===== config.mk =====
export PLATFORM = sky130hd
export DESIGN_NAME = bus_fabric_flat
export DESIGN_NICKNAME = d
export VERILOG_FILES = /design/src/rtl/bus_pkg.sv /design/src/rtl/bus_fabric_if.sv /design/src/rtl/bus_fabric_wait_counter.sv /design/src/rtl/bus_fabric.sv /design/src/flat_wrapper.sv
export SDC_FILE = /design/constraint.sdc
export NUM_CORES = 1
export LEC_CHECK = 0
export BUFFER_PORTS_ARGS = -buffer_cell sky130_fd_sc_hd__buf_2
export CAP_MARGIN = 20
export CORE_MARGIN = 2
export CORE_UTILIZATION = 50
export DETAILED_ROUTE_END_ITERATION = 6
export PLACE_DENSITY = 0.92
export SYNTH_ARGS = -nofsm -noshare
export SYNTH_HDL_FRONTEND = slang
export SYNTH_SLANG_ARGS = --single-unit

===== constraint.sdc =====
create_clock -name clk -period 5 [get_ports clk]
set_clock_uncertainty 0.05 [all_clocks]
set_input_delay 0.25 -clock clk [delete_from_list [all_inputs] [get_ports clk]]
set_output_delay 0.25 -clock clk [all_outputs]
set_load 0.02 [all_outputs]

===== src/rtl/bus_pkg.sv =====
// rtl/bus_pkg.sv - shared types and limits for the system-bus fabric
package bus_pkg;
    localparam int MAX_SLAVES = 8;

    typedef enum logic [1:0] {IDLE, ACCESS, DONE} bus_state_t;
    typedef logic [3:0] waitcnt_t;
endpackage


===== src/rtl/bus_fabric_if.sv =====
// rtl/bus_fabric_if.sv - CPU-side handshake and slave-side select/data bundle
interface bus_fabric_if #(
    parameter int NUM_SLAVES = 4,
    parameter int ADDR_W     = 16,
    parameter int DATA_W     = 8
);
    logic                         cpu_valid;
    logic [ADDR_W-1:0]            cpu_addr;
    logic                         cpu_rw;
    logic [DATA_W-1:0]            cpu_wdata;
    logic [DATA_W-1:0]            cpu_rdata;
    logic                         cpu_ready;
    logic                         bus_err;
    logic [NUM_SLAVES-1:0]        slv_cs;
    logic                         slv_we;
    logic [ADDR_W-1:0]            slv_addr;
    logic [DATA_W-1:0]            slv_wdata;
    logic [NUM_SLAVES*DATA_W-1:0] slv_rdata;

    modport master (
        output cpu_valid, cpu_addr, cpu_rw, cpu_wdata, slv_rdata,
        input  cpu_rdata, cpu_ready, bus_err, slv_cs, slv_we, slv_addr, slv_wdata
    );

    modport slave (
        input  cpu_valid, cpu_addr, cpu_rw, cpu_wdata, slv_rdata,
        output cpu_rdata, cpu_ready, bus_err, slv_cs, slv_we, slv_addr, slv_wdata
    );
endinterface


===== src/rtl/bus_fabric_wait_counter.sv =====
// rtl/bus_fabric_wait_counter.sv - loadable down-counter used for slave wait states
module wait_counter
    import bus_pkg::*;
(
    input  logic     clk,
    input  logic     reset_n,
    input  logic     load,
    input  logic     en,
    input  waitcnt_t load_val,
    output waitcnt_t value,
    output logic     zero
);
    always_ff @(posedge clk or negedge reset_n) begin
        if (!reset_n) begin
            value <= '0;
        end else if (load) begin
            value <= load_val;
        end else if (en) begin
            value <= value - waitcnt_t'(1);
        end
    end

    assign zero = (value == '0);
endmodule


===== src/rtl/bus_fabric.sv =====
// rtl/bus_fabric.sv - address-decoding bus fabric with wait states and open-bus reads
// Optional write protection of RO_MASK slaves is enabled by BUS_WRITE_PROTECT_EN.
module bus_fabric
    import bus_pkg::*;
#(
    parameter int                           NUM_SLAVES = 4,
    parameter int                           ADDR_W     = 16,
    parameter int                           DATA_W     = 8,
    parameter logic [NUM_SLAVES*ADDR_W-1:0] BASE       = {16'h0000, 16'h8000, 16'h0800, 16'h0000},
    parameter logic [NUM_SLAVES*ADDR_W-1:0] SIZE       = {16'h0000, 16'h8000, 16'h0010, 16'h0800},
    parameter logic [NUM_SLAVES*4-1:0]      WAIT       = {4'd0, 4'd0, 4'd0, 4'd2},
    parameter logic [DATA_W-1:0]            OPEN_BUS   = 8'hFF,
    parameter logic [NUM_SLAVES-1:0]        RO_MASK    = 4'b0100
) (
    input  logic         clk,
    input  logic         reset_n,
    bus_fabric_if.slave  bus
);
    if (NUM_SLAVES < 1 || NUM_SLAVES > MAX_SLAVES) begin : g_bad_num_slaves
        $error("bus_fabric: NUM_SLAVES out of range");
    end

`ifdef BUS_WRITE_PROTECT_EN
    localparam bit WP_EN = 1'b1;
`else
    localparam bit WP_EN = 1'b0;
`endif
    localparam logic [NUM_SLAVES-1:0] WP_MASK = RO_MASK & {NUM_SLAVES{WP_EN}};

    bus_state_t            state_q, state_d;
    logic [NUM_SLAVES-1:0] hit_vec, sel_d, sel_q;
    logic [ADDR_W:0]       a_ext, b_ext, s_ext;
    logic [ADDR_W-1:0]     base_d, addr_q;
    logic [DATA_W-1:0]     wdata_q, rdata_q, rd_sel;
    waitcnt_t              wait_d, cnt_value;
    logic                  cnt_zero, rw_q, fault_q;
    logic                  accepting, accept, blocked, map_ok;

    // Compare in ADDR_W+1 bits so windows reaching the top of memory never wrap.
    always_comb begin
        hit_vec = '0;
        a_ext   = {1'b0, bus.cpu_addr};
        b_ext   = '0;
        s_ext   = '0;
        for (int i = 0; i < NUM_SLAVES; i++) begin
            b_ext      = {1'b0, BASE[i*ADDR_W +: ADDR_W]};
            s_ext      = {1'b0, SIZE[i*ADDR_W +: ADDR_W]};
            hit_vec[i] = (s_ext != '0) && (a_ext >= b_ext) && ((a_ext - b_ext) < s_ext);
        end
        // Isolate the lowest set bit: lowest index wins on overlap.
        sel_d  = hit_vec & ((~hit_vec) + NUM_SLAVES'(1));
        wait_d = '0;
        base_d = '0;
        for (int i = 0; i < NUM_SLAVES; i++) begin
            if (sel_d[i]) begin
                wait_d = WAIT[i*4 +: 4];
                base_d = BASE[i*ADDR_W +: ADDR_W];
            end
        end
    end

    assign blocked   = bus.cpu_rw && |(sel_d & WP_MASK);
    assign map_ok    = |sel_d && !blocked;
    assign accepting = (state_q == IDLE) || (state_q == DONE);
    assign accept    = accepting && bus.cpu_valid;

    wait_counter u_wait_counter (
        .clk      (clk),
        .reset_n  (reset_n),
        .load     (accept && map_ok),
        .en       ((state_q == ACCESS) && (cnt_value != '0)),
        .load_val (wait_d),
        .value    (cnt_value),
        .zero     (cnt_zero)
    );

    always_comb begin
        rd_sel = OPEN_BUS;
        for (int i = 0; i < NUM_SLAVES; i++) begin
            if (sel_q[i]) rd_sel = bus.slv_rdata[i*DATA_W +: DATA_W];
        end
    end

    always_ff @(posedge clk or negedge reset_n) begin
        if (!reset_n) begin
            state_q <= IDLE;
        end else begin
            state_q <= state_d;
        end
    end

    always_comb begin
        state_d = state_q;
        if (accept) begin
            state_d = map_ok ? ACCESS : DONE;
        end else begin
            case (state_q)
                ACCESS:  if (cnt_zero) state_d = DONE;
                DONE:    state_d = IDLE;
                default: state_d = state_q;
            endcase
        end
    end

    always_ff @(posedge clk or negedge reset_n) begin
        if (!reset_n) begin
            sel_q   <= '0;
            rw_q    <= 1'b0;
            fault_q <= 1'b0;
            addr_q  <= '0;
            wdata_q <= '0;
            rdata_q <= OPEN_BUS;
        end else if (accept) begin
            sel_q   <= map_ok ? sel_d : '0;
            rw_q    <= bus.cpu_rw;
            fault_q <= !map_ok;
            addr_q  <= bus.cpu_addr - base_d;
            wdata_q <= bus.cpu_wdata;
            if (!map_ok && !bus.cpu_rw) rdata_q <= OPEN_BUS;
        end else if ((state_q == ACCESS) && cnt_zero && !rw_q) begin
            rdata_q <= rd_sel;
        end
    end

    always_comb begin
        bus.slv_cs    = '0;
        bus.slv_we    = 1'b0;
        bus.cpu_ready = 1'b0;
        bus.bus_err   = 1'b0;
        case (state_q)
            ACCESS: begin
                bus.slv_cs = sel_q;
                bus.slv_we = rw_q;
            end
            DONE: begin
                bus.cpu_ready = 1'b1;
                bus.bus_err   = fault_q;
            end
            default: ;
        endcase
    end

    assign bus.cpu_rdata = rdata_q;
    assign bus.slv_addr  = addr_q;
    assign bus.slv_wdata = wdata_q;
endmodule


===== src/flat_wrapper.sv =====
// flat-port wrapper written by rule: the top's interface ports become plain ports
module bus_fabric_flat import bus_pkg::*;
#(
    parameter int                           NUM_SLAVES = 4,
    parameter int                           ADDR_W     = 16,
    parameter int                           DATA_W     = 8,
    parameter logic [NUM_SLAVES*ADDR_W-1:0] BASE       = {16'h0000, 16'h8000, 16'h0800, 16'h0000},
    parameter logic [NUM_SLAVES*ADDR_W-1:0] SIZE       = {16'h0000, 16'h8000, 16'h0010, 16'h0800},
    parameter logic [NUM_SLAVES*4-1:0]      WAIT       = {4'd0, 4'd0, 4'd0, 4'd2},
    parameter logic [DATA_W-1:0]            OPEN_BUS   = 8'hFF,
    parameter logic [NUM_SLAVES-1:0]        RO_MASK    = 4'b0100
)
  (clk, reset_n, bus_cpu_valid, bus_cpu_addr, bus_cpu_rw, bus_cpu_wdata, bus_slv_rdata, bus_cpu_rdata, bus_cpu_ready, bus_bus_err, bus_slv_cs, bus_slv_we, bus_slv_addr, bus_slv_wdata);
  bus_fabric_if #(.NUM_SLAVES(NUM_SLAVES), .ADDR_W(ADDR_W), .DATA_W(DATA_W)) bus_i ();
  input  logic clk;
  input  logic reset_n;
  input wire logic [$bits(bus_i.cpu_valid)-1:0] bus_cpu_valid;
  input wire logic [$bits(bus_i.cpu_addr)-1:0] bus_cpu_addr;
  input wire logic [$bits(bus_i.cpu_rw)-1:0] bus_cpu_rw;
  input wire logic [$bits(bus_i.cpu_wdata)-1:0] bus_cpu_wdata;
  input wire logic [$bits(bus_i.slv_rdata)-1:0] bus_slv_rdata;
  output wire logic [$bits(bus_i.cpu_rdata)-1:0] bus_cpu_rdata;
  output wire logic [$bits(bus_i.cpu_ready)-1:0] bus_cpu_ready;
  output wire logic [$bits(bus_i.bus_err)-1:0] bus_bus_err;
  output wire logic [$bits(bus_i.slv_cs)-1:0] bus_slv_cs;
  output wire logic [$bits(bus_i.slv_we)-1:0] bus_slv_we;
  output wire logic [$bits(bus_i.slv_addr)-1:0] bus_slv_addr;
  output wire logic [$bits(bus_i.slv_wdata)-1:0] bus_slv_wdata;
  assign bus_i.cpu_valid = bus_cpu_valid;
  assign bus_i.cpu_addr = bus_cpu_addr;
  assign bus_i.cpu_rw = bus_cpu_rw;
  assign bus_i.cpu_wdata = bus_cpu_wdata;
  assign bus_i.slv_rdata = bus_slv_rdata;
  assign bus_cpu_rdata = bus_i.cpu_rdata;
  assign bus_cpu_ready = bus_i.cpu_ready;
  assign bus_bus_err = bus_i.bus_err;
  assign bus_slv_cs = bus_i.slv_cs;
  assign bus_slv_we = bus_i.slv_we;
  assign bus_slv_addr = bus_i.slv_addr;
  assign bus_slv_wdata = bus_i.slv_wdata;
  bus_fabric #(.NUM_SLAVES(NUM_SLAVES), .ADDR_W(ADDR_W), .DATA_W(DATA_W), .BASE(BASE), .SIZE(SIZE), .WAIT(WAIT), .OPEN_BUS(OPEN_BUS), .RO_MASK(RO_MASK)) u_core (.clk(clk), .reset_n(reset_n), .bus(bus_i));
endmodule

==> results.md <==
Routing:
- The total detailed-routing wirelength is 4.45 mm.
- The starting DRC count in detailed routing is 64.
- The detail-routed via count per cell is 5.10.
- After detailed routing, the average wire length per cell comes to 12.2 um.
- The count of vias placed by the detailed router is 1858.
- The first-pass iteration count of the detailed router is 4.
- The DRC violations left is 0.
- The number of nets with antenna violations after routing is 0.

Timing:
- The share of the clock period used by the worst path after layout is 0.495.
- Setup violations remaining at the end of the flow were counted as 0.
- The final hold violation count is 0.
- The post-route setup TNS is 0 ns.
- Setup repair after global routing left no endpoint under its margin.
- The number of max-slew violations in the final report came to 0.
- The final critical-path required period is 2.48 ns.
- The actual slew at the worst max-slew pin is 1.04 ns.
- The maximum clock rate is 0.404 GHz.
- The worst slew margin relative to its limit is 0.305.

Setup path:
- The end of the worst register-to-register path is u_core.bus.cpu_rdata[7].
- The critical path's top delay family is compound AO/OA/AOI/OAI gates.
- For this design, the slowest cell found on the critical path is o21ai_4.
- The worst register-to-register path has a depth of 6.
- For this run, the slowest stage of the critical path takes 0.84 ns.
- The startpoint of the most critical setup path is u_core.state_q[0].
- The startpoint of the worst-slack reg-to-reg timing path is u_core.state_q[0].
- The endpoint arrival time on the critical path is 2.65 ns.
- The critical path launch point type is a flip-flop.
- The critical path crosses 6 cells after its start point.
- STA classifies the critical path endpoint as a flip-flop.
- For flop-to-flop paths, the worst setup slack is 2.52 ns.
- The critical path goes through inv_1 > ha_1 > o21ai_4 > nor4_1 > a21o_2 > mux2_2.
- The number of buffer and inverter instances along the worst setup path is 1.
- The critical-path maximum fanout is 43.
- The required time reported for the critical path endpoint is 5.17 ns.
- The worst setup path is of the flip-flop to flip-flop kind.
- In this run the worst setup path terminates at u_core.bus.cpu_rdata[7].

Place:
- The quantity of I/O buffers inserted on ports is 89.
- The HPWL after detailed placement is 3.31 mm.
- The number of placed instances, taps included is 356.
- Routability-driven placement finished with a final weighted congestion of 0.773.

Layout:
- The multi-input logic area is 951 um^2.
- The number of filler instances in the final layout is 318.
- Relative to the synthesized area, the layout overhead comes to 26.9%.
- The end-of-flow core utilization is 0.665.
- The final net count is 381.
- The share of post-route cells with drive strength above 1 is 0.369.
- The sequential cells in the finished layout cover a total of 0.00109 mm^2.
- The total inserted antenna cells is 0.
- The post-route non-filler standard cell count is 364.

Run:
- The number of max-cap violations is 0.

Global routing:
- The total routing resource utilization after global routing is 0.198.
- The number of antenna violations at the first check in global routing is 0.
- The pin count of the biggest net entering global routing is 44.
- After global routing the overflow that remains totals 0.
- The via count of the first global-routing pass came to 1796.
- The first global-routing pass estimated 7.85 mm of wire.

Die:
- The die is 69.2 um tall.
- For this configuration, the core starts out at a cell density of 0.524.
- The number of primary I/O pins is 99.
- The count of standard-cell rows is 23.
- The floorplan step set the die width to 69.2 um.
- The full die area is 0.00479 mm^2.
- The area of the placeable core is 0.00406 mm^2.

Yosys:
- For this run, the leading register cell type out of synthesis is dfrtp_1.
- The portion of synthesized cell area occupied by the leading cell type is 0.412.
- Yosys mapped a number of flops with a built-in enable equal to 0.
- The synthesized design contains 43 register bits.
- Of all cell types, the one taking the most synthesized area is dfrtp_1.
- The average cell area after synthesis is 9.24 um^2.
- Of the synthesized area, sequential elements account for 0.511.
- After synthesis the cells add up to 0.00212 mm^2.
- The post-synthesis net count is 298.
- In the synthesized netlist, the number of instances is 230.
- The number of distinct library cell variants in the gate-level netlist after synthesis is 39.
- After synthesis, the share of flip-flops with an asynchronous set or reset is 1.00.
- By area the synthesized netlist is led by dfrtp_1 (41%), nand2_1 (15%), dfstp_2 (9.9%).
- For this run, the number of Yosys warnings is 0.

Clock network:
- The clock sink count is 43.
- The library cell used as clock root buffer is clkbuf_8.
- Clock latency on the worst-skew pair, taken at its later pin, is 0.29 ns.
- After clock tree synthesis, the clock-pin slew on the worst setup and hold paths is 0.08 ns.
- In this run the post-CTS setup repair buffer count came out at 0.
- Post-CTS repair changed the size of 0 cells.
- The number of H-tree levels is 2.
- No sink is reached through more buffers than the 2 on the longest clock path.
- In this run, post-CTS hold repair placed 0 buffers.
- The number of buffers created by CTS is 5.
- The CTS tree is built.

Power and ir drop:
- The static leakage is 1.43 nW.
- Power spread over the standard cell area amounts to 606 mW/mm^2.
- The maximum resistive drop on vdd is 0.386 mV.

Status:
- The run finished with clean final reports.

Hold path:
- The type of the worst min-delay path is input pin to asynchronous set/reset pin.
==> Yosys cell counts, types with 2 or more instances <==
library cell and instances:
a21o_1 2, nand3_1 3, nor2_1 11, xor2_1 3
dfstp_2 8, mux2_2 8, buf_1 2, buf_6 2
dfrtp_1 35, nand2_1 83, and2_1 5, o21ai_0 6
xnor2_1 2, o211ai_1 7, o22ai_1 7, ha_1 8
clkbuf_1 7, inv_1 8, nor4_1 3
==> area by class of cell <==
cell class	instances	area share
Clock inverter	2	0.0144
Multi-Input combinational cell	166	0.353
Tap cell	50	0.0232
Inverter	8	0.0111
Sequential cell	43	0.403
Clock buffer	6	0.0306
Timing Repair Buffer	89	0.165
==> worst min-delay path by stage <==
stage,from,endpoint,slack [ns]
2_1_floorplan,reset_n,u_core.bus.slv_addr[0],-0.1
3_3_place_gp,reset_n,u_core.bus.slv_addr[1],0.38
3_5_place_dp,reset_n,u_core.bus.slv_addr[1],0.39
4_1_cts,reset_n,u_core.bus.slv_addr[1],0.06
5_1_grt,bus_cpu_wdata[5],u_core.bus.slv_wdata[5],0.09
6_report,reset_n,u_core.bus.slv_addr[1],0.02
==> power breakdown <==
| group | switching (mW) | internal (mW) |
|---|---|---|
| clock | 0.118 | 0.164 |
| combinational | 0.459 | 0.269 |
| sequential | 0.102 | 0.521 |
==> placed cells by master (no fill, tap or decap), types with 2 or more instances in the layout <==
cell,n
dfrtp_1,35
o22ai_1,7
inv_1,8
o211ai_1,7
ha_1,8
nor2_1,11
o21ai_0,6
nand3_1,3
dfstp_2,8
xnor2_1,2
nand2_1,83
and2_1,5
mux2_2,8
xor2_1,3
clkbuf_8,6
nor4_1,3
buf_2,89
a21o_1,2
==> flip-flops by register name, indices dropped and copies added (netlist names) <==
name,count
u_core.bus.slv_wdata,8
u_core.bus.slv_addr,16
u_core.fault_q,1
u_core.u_wait_counter.value,4
u_core.sel_q,3
u_core.bus.cpu_rdata,8
u_core.rw_q,1
u_core.state_q,2
==> worst register-to-register path: stages (launching register included) <==
cell and delay [ns]:
dfrtp_1 0.40, inv_1 0.08, ha_1 0.27, o21ai_4 0.84, nor4_1 0.14, a21o_2 0.34, mux2_2 0.29
==> metal layers <==
metal / global-route usage / vias to the layer above / wire length, um
met5: 0 / - / 0
met2: 0.332 / 75 / 2060
met4: 0.0566 / 0 / 27
li1: - / 926 / -
met1: 0.252 / 853 / 1950
met3: 0.0552 / 4 / 408
==> through the flow <==
step	worst slack, ns	cell area, um^2	hold slack, ns	total power [mW]
2_1_floorplan	3.01	2120	-0.0956	1.14
3_3_place_gp	2.59	2570	0.382	1.34
3_5_place_dp	2.57	2570	0.386	1.36
4_1_cts	2.54	2700	0.0597	1.65
5_1_grt	2.34	2700	0.0913	1.76
6_report	2.52	2700	0.0237	1.63
==> logic make-up (layout without fill, tap and decap cells) <==
logic type,Yosys count,after routing,synth area share
buf+inv,21,105,0.0465
mux,9,9,0.0471
xor+xnor,5,5,0.0206
fa+ha+maj,8,8,0.0471
compound gates,30,30,0.0948
flops,43,43,0.511
other cells,1,1,0.00177
simple gates,113,113,0.231
No activity file was read; power rests on OpenSTA's default activity.
